[config.mk]
export PLATFORM = sky130hd
export DESIGN_NAME = traffic_lights_cmd_seq
export DESIGN_NICKNAME = d
export VERILOG_FILES = /design/src/rtl/traffic_lights_cmd_seq.sv
export SDC_FILE = /design/constraint.sdc
export NUM_CORES = 1
export LEC_CHECK = 0
export BUFFER_PORTS_ARGS = -buffer_cell sky130_fd_sc_hd__buf_2
export CAP_MARGIN = 30
export CORE_MARGIN = 2
export CORE_UTILIZATION = 55
export DETAILED_ROUTE_END_ITERATION = 8
export PLACE_DENSITY = 0.86
export SLEW_MARGIN = 20
export SYNTH_ARGS = -nofsm -noshare
export SYNTH_HDL_FRONTEND = slang
export SYNTH_SLANG_ARGS = --single-unit
[constraint.sdc]
create_clock -name clk_i -period 4.6 [get_ports clk_i]
set_clock_uncertainty 0.1 [all_clocks]
set_input_delay 0.46 -clock clk_i [delete_from_list [all_inputs] [get_ports clk_i]]
set_output_delay 0.46 -clock clk_i [all_outputs]
set_load 0.01 [all_outputs]
[src/rtl/traffic_lights_cmd_seq.sv]
// traffic_lights_cmd_seq
//   Expands high-level host requests (RUN / OFF / RECONFIG) into the ordered
//   command sequence the traffic light controller expects on its command port.
//   Mode commands are held for MODE_HOLD cycles so that they span a controller
//   phase boundary. Config commands are single-cycle pulses. Every command is
//   followed by CMD_GAP idle cycles.
//
// Ports
//   clk_i, rst_n_i        clock, asynchronous active-low reset
//   req_valid_i/ready_o   host request handshake (ready only while idle)
//   req_op_i              0=RUN 1=OFF 2=RECONFIG 3=reserved
//   req_*_ms_i            RECONFIG durations, latched at accept
//   cmd_type_o/valid_o/data_o  controller command port (registered)
//   done_o                one-cycle pulse on the last gap cycle of a sequence
//   err_o                 one-cycle pulse the cycle after a rejected request
module traffic_lights_cmd_seq #(
    parameter int MODE_HOLD = 64,
    parameter int CMD_GAP   = 4
) (
    input  logic        clk_i,
    input  logic        rst_n_i,
    input  logic        req_valid_i,
    output logic        req_ready_o,
    input  logic [1:0]  req_op_i,
    input  logic [15:0] req_red_ms_i,
    input  logic [15:0] req_yellow_ms_i,
    input  logic [15:0] req_green_ms_i,
    output logic [2:0]  cmd_type_o,
    output logic        cmd_valid_o,
    output logic [15:0] cmd_data_o,
    output logic        done_o,
    output logic        err_o
);

    localparam int HOLD_W = $clog2(MODE_HOLD + 1);
    localparam int GAP_W  = $clog2(CMD_GAP + 1);

    // Counters hold "cycles already spent" in the state, so the final cycle
    // of a state is the one where the count equals LEN-1 (count+1 reaches LEN).
    localparam logic [HOLD_W-1:0] HOLD_LAST = HOLD_W'(MODE_HOLD - 1);
    localparam logic [HOLD_W-1:0] HOLD_ONE  = HOLD_W'(1);
    localparam logic [GAP_W-1:0]  GAP_LAST  = GAP_W'(CMD_GAP - 1);
    localparam logic [GAP_W-1:0]  GAP_ONE   = GAP_W'(1);

    localparam logic [1:0] OP_RUN   = 2'd0;
    localparam logic [1:0] OP_OFF   = 2'd1;
    localparam logic [1:0] OP_RECFG = 2'd2;
    localparam logic [1:0] OP_RSVD  = 2'd3;

    // RECONFIG steps: 0 mode(2), 1 red, 2 yellow, 3 green, 4 mode(0)
    localparam logic [2:0] STEP_LAST_RECFG = 3'd4;

    typedef enum logic [2:0] {
        S_IDLE,
        S_MODE,
        S_CFG_R,
        S_CFG_Y,
        S_CFG_G,
        S_GAP
    } state_e;

    state_e             state_q, state_d;
    logic [2:0]         step_q, step_d;
    logic [1:0]         op_q, op_d;
    logic [15:0]        red_q, red_d;
    logic [15:0]        yel_q, yel_d;
    logic [15:0]        grn_q, grn_d;
    logic [HOLD_W-1:0]  hold_q, hold_d;
    logic [GAP_W-1:0]   gap_q, gap_d;

    logic               ready_q, ready_d;
    logic               valid_q, valid_d;
    logic [2:0]         type_q, type_d;
    logic [15:0]        data_q, data_d;
    logic               done_q, done_d;
    logic               err_q, err_d;

    logic               accept;
    logic               illegal;
    logic               last_step_q;
    logic               last_step_d;

    assign accept  = req_valid_i && ready_q;
    assign illegal = (req_op_i == OP_RSVD) ||
                     ((req_op_i == OP_RECFG) &&
                      ((req_red_ms_i == 16'd0) || (req_yellow_ms_i == 16'd0) ||
                       (req_green_ms_i == 16'd0)));

    assign last_step_q = (op_q == OP_RECFG) ? (step_q == STEP_LAST_RECFG) : (step_q == 3'd0);

    // Next-state logic
    always_comb begin
        state_d = state_q;
        step_d  = step_q;
        op_d    = op_q;
        red_d   = red_q;
        yel_d   = yel_q;
        grn_d   = grn_q;
        hold_d  = hold_q;
        gap_d   = gap_q;
        err_d   = 1'b0;

        case (state_q)
            S_IDLE: begin
                if (accept) begin
                    if (illegal) begin
                        err_d = 1'b1;
                    end else begin
                        op_d    = req_op_i;
                        red_d   = req_red_ms_i;
                        yel_d   = req_yellow_ms_i;
                        grn_d   = req_green_ms_i;
                        step_d  = 3'd0;
                        state_d = S_MODE;
                    end
                end
            end
            S_MODE: begin
                if (hold_q == HOLD_LAST) state_d = S_GAP;
                else                     hold_d  = hold_q + HOLD_ONE;
            end
            S_CFG_R, S_CFG_Y, S_CFG_G: state_d = S_GAP;
            S_GAP: begin
                if (gap_q == GAP_LAST) begin
                    if (last_step_q) begin
                        state_d = S_IDLE;
                    end else begin
                        step_d = step_q + 3'd1;
                        case (step_q)
                            3'd0:    state_d = S_CFG_R;
                            3'd1:    state_d = S_CFG_Y;
                            3'd2:    state_d = S_CFG_G;
                            default: state_d = S_MODE;
                        endcase
                    end
                end else begin
                    gap_d = gap_q + GAP_ONE;
                end
            end
            default: state_d = S_IDLE;
        endcase

        // Both counters restart on every state entry.
        if (state_d != state_q) begin
            hold_d = '0;
            gap_d  = '0;
        end
    end

    // Output decode from the next state, so every output is a flop.
    assign last_step_d = (op_d == OP_RECFG) ? (step_d == STEP_LAST_RECFG) : (step_d == 3'd0);

    always_comb begin
        ready_d = (state_d == S_IDLE);
        valid_d = 1'b0;
        type_d  = 3'd0;
        data_d  = 16'd0;
        done_d  = (state_d == S_GAP) && last_step_d && (gap_d == GAP_LAST);

        case (state_d)
            S_MODE: begin
                valid_d = 1'b1;
                if (op_d == OP_OFF)                             type_d = 3'd1;
                else if ((op_d == OP_RECFG) && (step_d == 3'd0)) type_d = 3'd2;
                else                                            type_d = 3'd0;
            end
            S_CFG_R: begin valid_d = 1'b1; type_d = 3'd4; data_d = red_d; end
            S_CFG_Y: begin valid_d = 1'b1; type_d = 3'd5; data_d = yel_d; end
            S_CFG_G: begin valid_d = 1'b1; type_d = 3'd3; data_d = grn_d; end
            default: ;
        endcase
    end

    always_ff @(posedge clk_i or negedge rst_n_i) begin
        if (!rst_n_i) begin
            state_q <= S_IDLE;
            step_q  <= 3'd0;
            op_q    <= OP_RUN;
            red_q   <= 16'd0;
            yel_q   <= 16'd0;
            grn_q   <= 16'd0;
            hold_q  <= '0;
            gap_q   <= '0;
            ready_q <= 1'b1;
            valid_q <= 1'b0;
            type_q  <= 3'd0;
            data_q  <= 16'd0;
            done_q  <= 1'b0;
            err_q   <= 1'b0;
        end else begin
            state_q <= state_d;
            step_q  <= step_d;
            op_q    <= op_d;
            red_q   <= red_d;
            yel_q   <= yel_d;
            grn_q   <= grn_d;
            hold_q  <= hold_d;
            gap_q   <= gap_d;
            ready_q <= ready_d;
            valid_q <= valid_d;
            type_q  <= type_d;
            data_q  <= data_d;
            done_q  <= done_d;
            err_q   <= err_d;
        end
    end

    assign req_ready_o = ready_q;
    assign cmd_valid_o = valid_q;
    assign cmd_type_o  = type_q;
    assign cmd_data_o  = data_q;
    assign done_o      = done_q;
    assign err_o       = err_q;

endmodule

==> results of run 1 <==
## layout by cell type, fill, tap and decap left out, types with 3 or more instances in the layout
cell	count
clkbuf_8	10
a22oi_2	9
nor2_1	16
nand2_1	16
xnor2_1	6
a21oi_1	7
dfrtp_1	88
nand4_1	5
xor2_1	4
nor3_1	4
mux2i_1	3
nor4_1	12
a31oi_1	3
inv_1	10
and3_1	3
a22oi_1	23
nand3_1	6
o22ai_1	17
ha_1	6
o21ai_0	7
buf_2	74
mux2_2	48
## logic make-up (layout without fill, tap and decap cells)
kind of cell	Yosys count	after routing	share of synthesized area, %
flops	89	89	51.85
compound gates	86	86	16.04
simple gates	79	79	10.36
mux	51	51	13.28
buf+inv	32	105	4.687
xor+xnor	10	10	2.038
fa+ha+maj	6	6	1.747
## synth_stat cells (2+ instances only)
| library cell | n | area share [%] |
|---|---|---|
| a41oi_2 | 2 | 0.76 |
| nor4_1 | 12 | 1.7 |
| nand2_1 | 16 | 1.4 |
| xor2_1 | 4 | 0.82 |
| nand2_2 | 2 | 0.29 |
| nand4_1 | 5 | 0.73 |
| buf_4 | 2 | 0.35 |
| a22oi_1 | 23 | 4.0 |
| mux2i_1 | 3 | 0.70 |
| nor2_1 | 16 | 1.4 |
| nor3_1 | 4 | 0.47 |
| a22oi_2 | 9 | 2.6 |
| o22ai_1 | 17 | 2.5 |
| inv_1 | 10 | 0.87 |
| xnor2_1 | 6 | 1.2 |
| nand3_1 | 6 | 0.70 |
| nand2b_1 | 2 | 0.29 |
| mux2_2 | 48 | 13 |
| a21oi_1 | 7 | 0.82 |
| a31oi_1 | 3 | 0.44 |
| or3_1 | 2 | 0.29 |
| buf_2 | 12 | 1.4 |
| o21ai_0 | 7 | 0.82 |
| buf_6 | 4 | 1.0 |
| nor2b_1 | 2 | 0.29 |
| clkbuf_1 | 2 | 0.17 |
| a311oi_1 | 2 | 0.41 |
| ha_1 | 6 | 1.7 |
| a31o_1 | 2 | 0.41 |
| o211ai_1 | 2 | 0.35 |
| and3_1 | 3 | 0.44 |
| dfrtp_1 | 88 | 51 |
| a21o_1 | 2 | 0.35 |
## final cells by class
| class | instances | area share [%] |
|---|---|---|
| tap | 102 | 2.593 |
| sequential | 89 | 45.27 |
| clock buffer | 12 | 2.949 |
| clock inverter | 4 | 1.551 |
| multi-input combinational | 232 | 37.95 |
| timing repair buffer | 78 | 8.592 |
| inverter | 11 | 1.093 |
## layer usage
metal | up-vias | GRT usage [%] | share of wire [%]
met5 | - | 0 | 0
met4 | 0 | 8.458 | 2.5
met3 | 21 | 4.312 | 6.1
met2 | 134 | 40.51 | 51
met1 | 1600 | 29.81 | 41
li1 | 1453 | - | -
## through the flow
stage          hold WS, ns  area [µm²]
5_1_grt             0.2477        4922
2_1_floorplan      0.06441        4298
4_1_cts             0.2434        4922
6_report            0.2508        4922
3_5_place_dp        0.3763        4691
3_3_place_gp        0.3872        4663
## registers in the layout, indices dropped and copies added (netlist names)
register,cells
yel_q,16
err_o,1
cmd_valid_o,1
done_o,1
op_q,2
cmd_type_o,3
gap_q,3
red_q,16
hold_q,7
cmd_data_o,16
state_q,3
step_q,3
req_ready_o,1
grn_q,16
## what timing repair did
| item | 4_1_cts | 5_1_grt |
|---|---|---|
| endpoints found under the setup margin | 0 | 0 |
| hold buffers | 1 | 0 |
| gates resized for setup | 0 | 0 |
| endpoints found under the hold margin | 37 | 0 |
## power by group through the flow
stage | sequential, W | clock (W) | combinational (W)
2_1_floorplan | 0.000797 | 0 | 0.00000434
3_3_place_gp | 0.000797 | 0 | 0.0000513
3_5_place_dp | 0.000797 | 0 | 0.0000564
4_1_cts | 0.000782 | 0.000599 | 0.0000577
5_1_grt | 0.000782 | 0.000634 | 0.0000631
6_report | 0.000782 | 0.000595 | 0.0000567
## final timing paths
kind                                  from           to  slack, ns  depth (start not counted)
setup / recovery                 step_q[0]  cmd_valid_o       1.54                          8
hold / removal             req_red_ms_i[8]     red_q[8]       0.25                          2
setup reg to reg                 step_q[0]  cmd_valid_o       1.54                          8
hold reg to reg                   yel_q[9]     yel_q[9]       0.41                          1
max in group asynchronous          rst_n_i      op_q[0]       3.26                          3
min in group asynchronous          rst_n_i   state_q[1]       0.53                          2
==> results.toml, run 1 <==
[clocking]
clk_path_buf_depth = 2
tritoncts = "done"
clk_pin_slew_ns = 0.09
clock_sinks = 89
clkLatencyLatePin_ns = 0.35
cts_buffers = 9
postCtsSetupBuffers = 0
root_buffer = "clkbuf_8"
htreeDepth = 3

[yosys]
synth_edf_count = 0
syn_avg_cell_area_um2 = 12.18
ys_types = 55
ys_warn_count = 0
synth_async_sr_flop_share_pct = 100.0
syn_area_um2 = 4298
syn_nets = 412
ys_ff_latch = 89
netlist_instances = 353
synthFlopType = "dfrtp_1"
ys_seq_area_share_pct = 51.85

[setup_path]
timing.critical_path.mode_cell = "nor2_1"
arrival_ns = 3.23
worstPathRequired_ns = 4.78
slowest_stage = "nand3_1"
crit_chain = "inv_1, ha_1, nor2_1, o32a_1, a31oi_1, nand3_1, nor2_1, xnor2_1"
cp-start-kind = "flop"
criticalPathCategory = "flop to flop"
path_max_fanout = 21
endpoint_kind = "flop"
critPathBufInv = 1
path_delay_family = "simple AND/OR/NAND/NOR gates"
slowest_delay_ns = 0.70

[power]
seqPwrFrac_pct = 54.5
p_total_w = 0.001433
powerDensity_nw_per_um2 = 291.2
ir_drop_uv = 232.1
p_sw_share_pct = 21.47
power_leakage_nw = 2.356
combPwrFrac_pct = 4.0
internal-power_w = 0.001126
p_clk_share_pct = 41.5
power.switching_w = 0.0003077

[sta]
worstMarginPinSlew_ns = 0.8816
rsz0062_at_grt = "false"
setup-tns-final_ns = 0
finalSetupViolations = 0
max_slew_margin_pct = 41.23
hold_viol_final = 0
min_period_ns = 3.055
max_freq_mhz = 327.3
maxSlewViolCount = 0
fin_ws_ns = 1.545
finalCritPeriodShare_pct = 66.42

[drt]
via_per_inst = 6.076
routed_wl_um = 9759
drc = 0
wl_per_cell_um = 18.48
antenna_left = 0
vias = 3208
firstDrtPassIters = 5
drt_iter0_markers = 157

[finish]
antennaDiodeCount = 0
drive_gt1_share_pct = 38.03
fin_util_pct = 64.37
fillCellCount = 574
fin_cells = 528
multi_input_area_um2 = 1868
nets = 480
regArea_um2 = 2228
area_delta_synth_final_pct = 14.53

[worst_hold_path]
hold_path.class = "input port to flop"

[placed_design]
dp_slack_ns = 1.604
post-dp-hpwl_um = 6949
placed_cells = 511
port_buffers = 75
gp_congestion = 0.8530

[global_routing]
grt_use_total_pct = 23.53
antenna_found_initial = 0
overflow = 0
grt_max_degree = 52
grt_pass1_vias = 3182
grt_pass1_wl_um = 15500

[floorplanning]
core-area_um2 = 7647
die_w_um = 92.40
die_y_um = 92.40
rows = 32
initial_core_util_pct = 56.20
dieArea_um2 = 8538
pin_count = 76

[outcome]
status = "finished, final reports clean"

[flow_run]
drv_cap = 0
No activity file was read; power rests on OpenSTA's default activity.
==> run 2, diff against run 1 <==
--- a/config.mk
+++ b/config.mk
@@ -5,12 +5,13 @@
 export SDC_FILE = /design/constraint.sdc
 export NUM_CORES = 1
 export LEC_CHECK = 0
+export ABC_AREA = 1
 export BUFFER_PORTS_ARGS = -buffer_cell sky130_fd_sc_hd__buf_2
 export CAP_MARGIN = 30
 export CORE_MARGIN = 2
-export CORE_UTILIZATION = 55
+export CORE_UTILIZATION = 50
 export DETAILED_ROUTE_END_ITERATION = 8
-export PLACE_DENSITY = 0.86
+export PLACE_DENSITY = 0.83
 export SLEW_MARGIN = 20
 export SYNTH_ARGS = -nofsm -noshare
 export SYNTH_HDL_FRONTEND = slang
==> constraint.sdc (replaced) <==
create_clock -name clk_i -period 2.7 [get_ports clk_i]
set_clock_uncertainty 0.1 [all_clocks]
set_input_delay 0.27 -clock clk_i [delete_from_list [all_inputs] [get_ports clk_i]]
set_output_delay 0.27 -clock clk_i [all_outputs]
set_load 0.01 [all_outputs]
==> results.toml, run 2 <==
[clocking]
clk_path_buf_depth = 2
clock_sinks = 89
htreeDepth = 3
clk_pin_slew_ns = 0.09
root_buffer = "clkbuf_8"
tritoncts = "done"
cts_buffers = 9
clkLatencyLatePin_ns = 0.35

[global_routing]
overflow = 0
grt_pass1_vias = 3409
grt_pass1_wl_um = 15620
antenna_found_initial = 0
grt_use_total_pct = 22.88
grt_max_degree = 50

[yosys]
synth_top_cell_area_share_pct = 53.43
yosys.area.top_type = "dfrtp_1"
ys_ff_latch = 89
synthFlopType = "dfrtp_1"
synth_async_sr_flop_share_pct = 100.0
netlist_instances = 509
ys_seq_area_share_pct = 54.07
synth.area.top_cells = "dfrtp_1 53%, nand2_1 21%, nor2_1 5.0%"
syn_area_um2 = 4121
synth_most_common_cell = "nand2_1"
syn_avg_cell_area_um2 = 8.097
ys_warn_count = 0
syn_nets = 568
ys_types = 29
synth_edf_count = 0
netlist_top_cells_count = "235 x nand2_1, 88 x dfrtp_1, 55 x nor2_1"

[power]
powerDensity_nw_per_um2 = 484.8
power_leakage_nw = 2.776
p_total_w = 0.002362
ir_drop_uv = 317.6

[floorplanning]
initial_core_util_pct = 50.93
dieArea_um2 = 8985
die_w_um = 94.79
pin_count = 76
rows = 33
core-area_um2 = 8093
die_y_um = 94.79

[sta]
finalCritPeriodShare_pct = 91.63
rsz0062_at_grt = "false"
min_period_ns = 2.474
hold_viol_final = 0
max_slew_margin_pct = 64.69
worstMarginPinSlew_ns = 0.5297
maxSlewViolCount = 0
finalSetupViolations = 0
setup-tns-final_ns = 0
max_freq_mhz = 404.2

[setup_path]
arrival_ns = 2.67
cp-endpoint = "cmd_data_o[6]"
rr_endpoint = "cmd_data_o[6]"
endpoint_kind = "flop"
cp-start-kind = "flop"
criticalPathCategory = "flop to flop"
r2r-start = "step_q[0]"
cp-startpoint = "step_q[0]"
worstPathRequired_ns = 2.89
r2r_setup_slack_ns = 0.23
reg2regPathDepth = 14
path_max_fanout = 17

[drt]
routed_wl_um = 9563
via_per_inst = 5.093
firstDrtPassIters = 4
vias = 3575
antenna_left = 0
wl_per_cell_um = 13.62
drc = 0
drt_iter0_markers = 231

[placed_design]
gp_congestion = 0.9627
port_buffers = 75
post-dp-hpwl_um = 6853

[worst_hold_path]
worstHoldStart = "req_red_ms_i[8]"
hold_path_depth = 3
hold_path.class = "input port to flop"

[finish]
antennaDiodeCount = 0
area_delta_synth_final_pct = 18.21
mostFrequentLayoutCell = "nand2_1"
nets = 651
drive_gt1_share_pct = 21.44
final_cell_mix = "235 x nand2_1, 88 x dfrtp_1, 74 x buf_2"
fillCellCount = 695

[outcome]
status = "finished, final reports clean"

[flow_run]
drv_cap = 0
==> run 2: changes by cell type in the layout (fill, tap and decap cells not counted), sizes merged, moves of 13 or more <==
cell,change
a22oi,-32
inv,+23
mux2,-48
nand2,+223
nand3,+27
nor2,+46
nor4,-13
o22ai,-17
==> run 2: layout make-up <==
cell class	instances	area (µm²)	share of cell area [%]
well taps	105	131.4	2.696
clock inverters	6	66.31	1.361
repair buffers	85	480.5	9.861
multi-input cells	375	1708	35.05
flip-flops and latches	89	2228	45.74
clock buffers	10	137.6	2.825
inverters	32	120.1	2.465
==> run 2: timing repair <==
| item | in CTS | in global routing |
|---|---|---|
| resized for setup | 0 | 0 |
| endpoints found under the setup margin | 0 | 19 |
| hold buffers | 1 | 0 |
| endpoints found under the hold margin | 40 | 0 |
| setup buffers | 0 | 3 |
==> run 2: logic make-up (layout without fill, tap and decap cells) <==
family	after synthesis	count (layout)	share of synthesized area [%]
adder cells (fa/ha/maj)	6	6	1.821
AND/OR/NAND/NOR	347	347	35.85
buffers and inverters	45	133	4.493
XOR/XNOR	8	8	1.700
AO/OA/AOI/OAI	14	14	2.065
flip-flops	89	89	54.07
==> run 2: metal layers <==
metal	up-vias	track usage, %	routed length (µm)
met5	-	0	0
met4	0	9.662	216
met3	19	4.230	591
met2	115	36.88	4657
met1	1709	30.57	4098
li1	1732	-	-
==> run 2: through the flow <==
step / cells / area, µm² / worst slack [ns] / hold WS [ns] / util, %
after global placement: 682 / 4636 / 0.2763 / 0.1872 / 57.28
after floorplan: 509 / 4121 / 0.6230 / -0.1256 / -
after CTS: 699 / 4850 / 0.05501 / 0.02377 / 59.93
after detailed placement: 682 / 4636 / 0.08943 / 0.1882 / 57.28
final: 702 / 4872 / 0.2260 / 0.04292 / 60.20
after global routing: 702 / 4872 / 0.003412 / 0.03241 / 60.20
==> run 2: power by group <==
part           internal, W  switching [W]
Sequential         0.00133              0
Clock             0.000457       0.000477
Combinational    0.0000375      0.0000595
Total              0.00183       0.000536
==> run 2: critical path, cell delays in order, from the launching register on <==
cell and delay (ns):
dfrtp_1 0.44, inv_1 0.11, ha_1 0.20, nand2_1 0.10, nor2_2 0.19, inv_1 0.06
nand2_1 0.09, nor3_1 0.06, nor2_1 0.12, nand2_2 0.12, nor2_4 0.11, inv_2 0.07
a21oi_4 0.41, nand2_1 0.12, nand3_1 0.10
==> run 2: how the worst min path moves through the flow <==
stage / to / slack [ns]
4_1_cts: red_q[8] / 0.02
3_3_place_gp: step_q[2] / 0.19
5_1_grt: yel_q[15] / 0.03
6_report: red_q[8] / 0.04
2_1_floorplan: cmd_data_o[0] / -0.13
3_5_place_dp: step_q[2] / 0.19
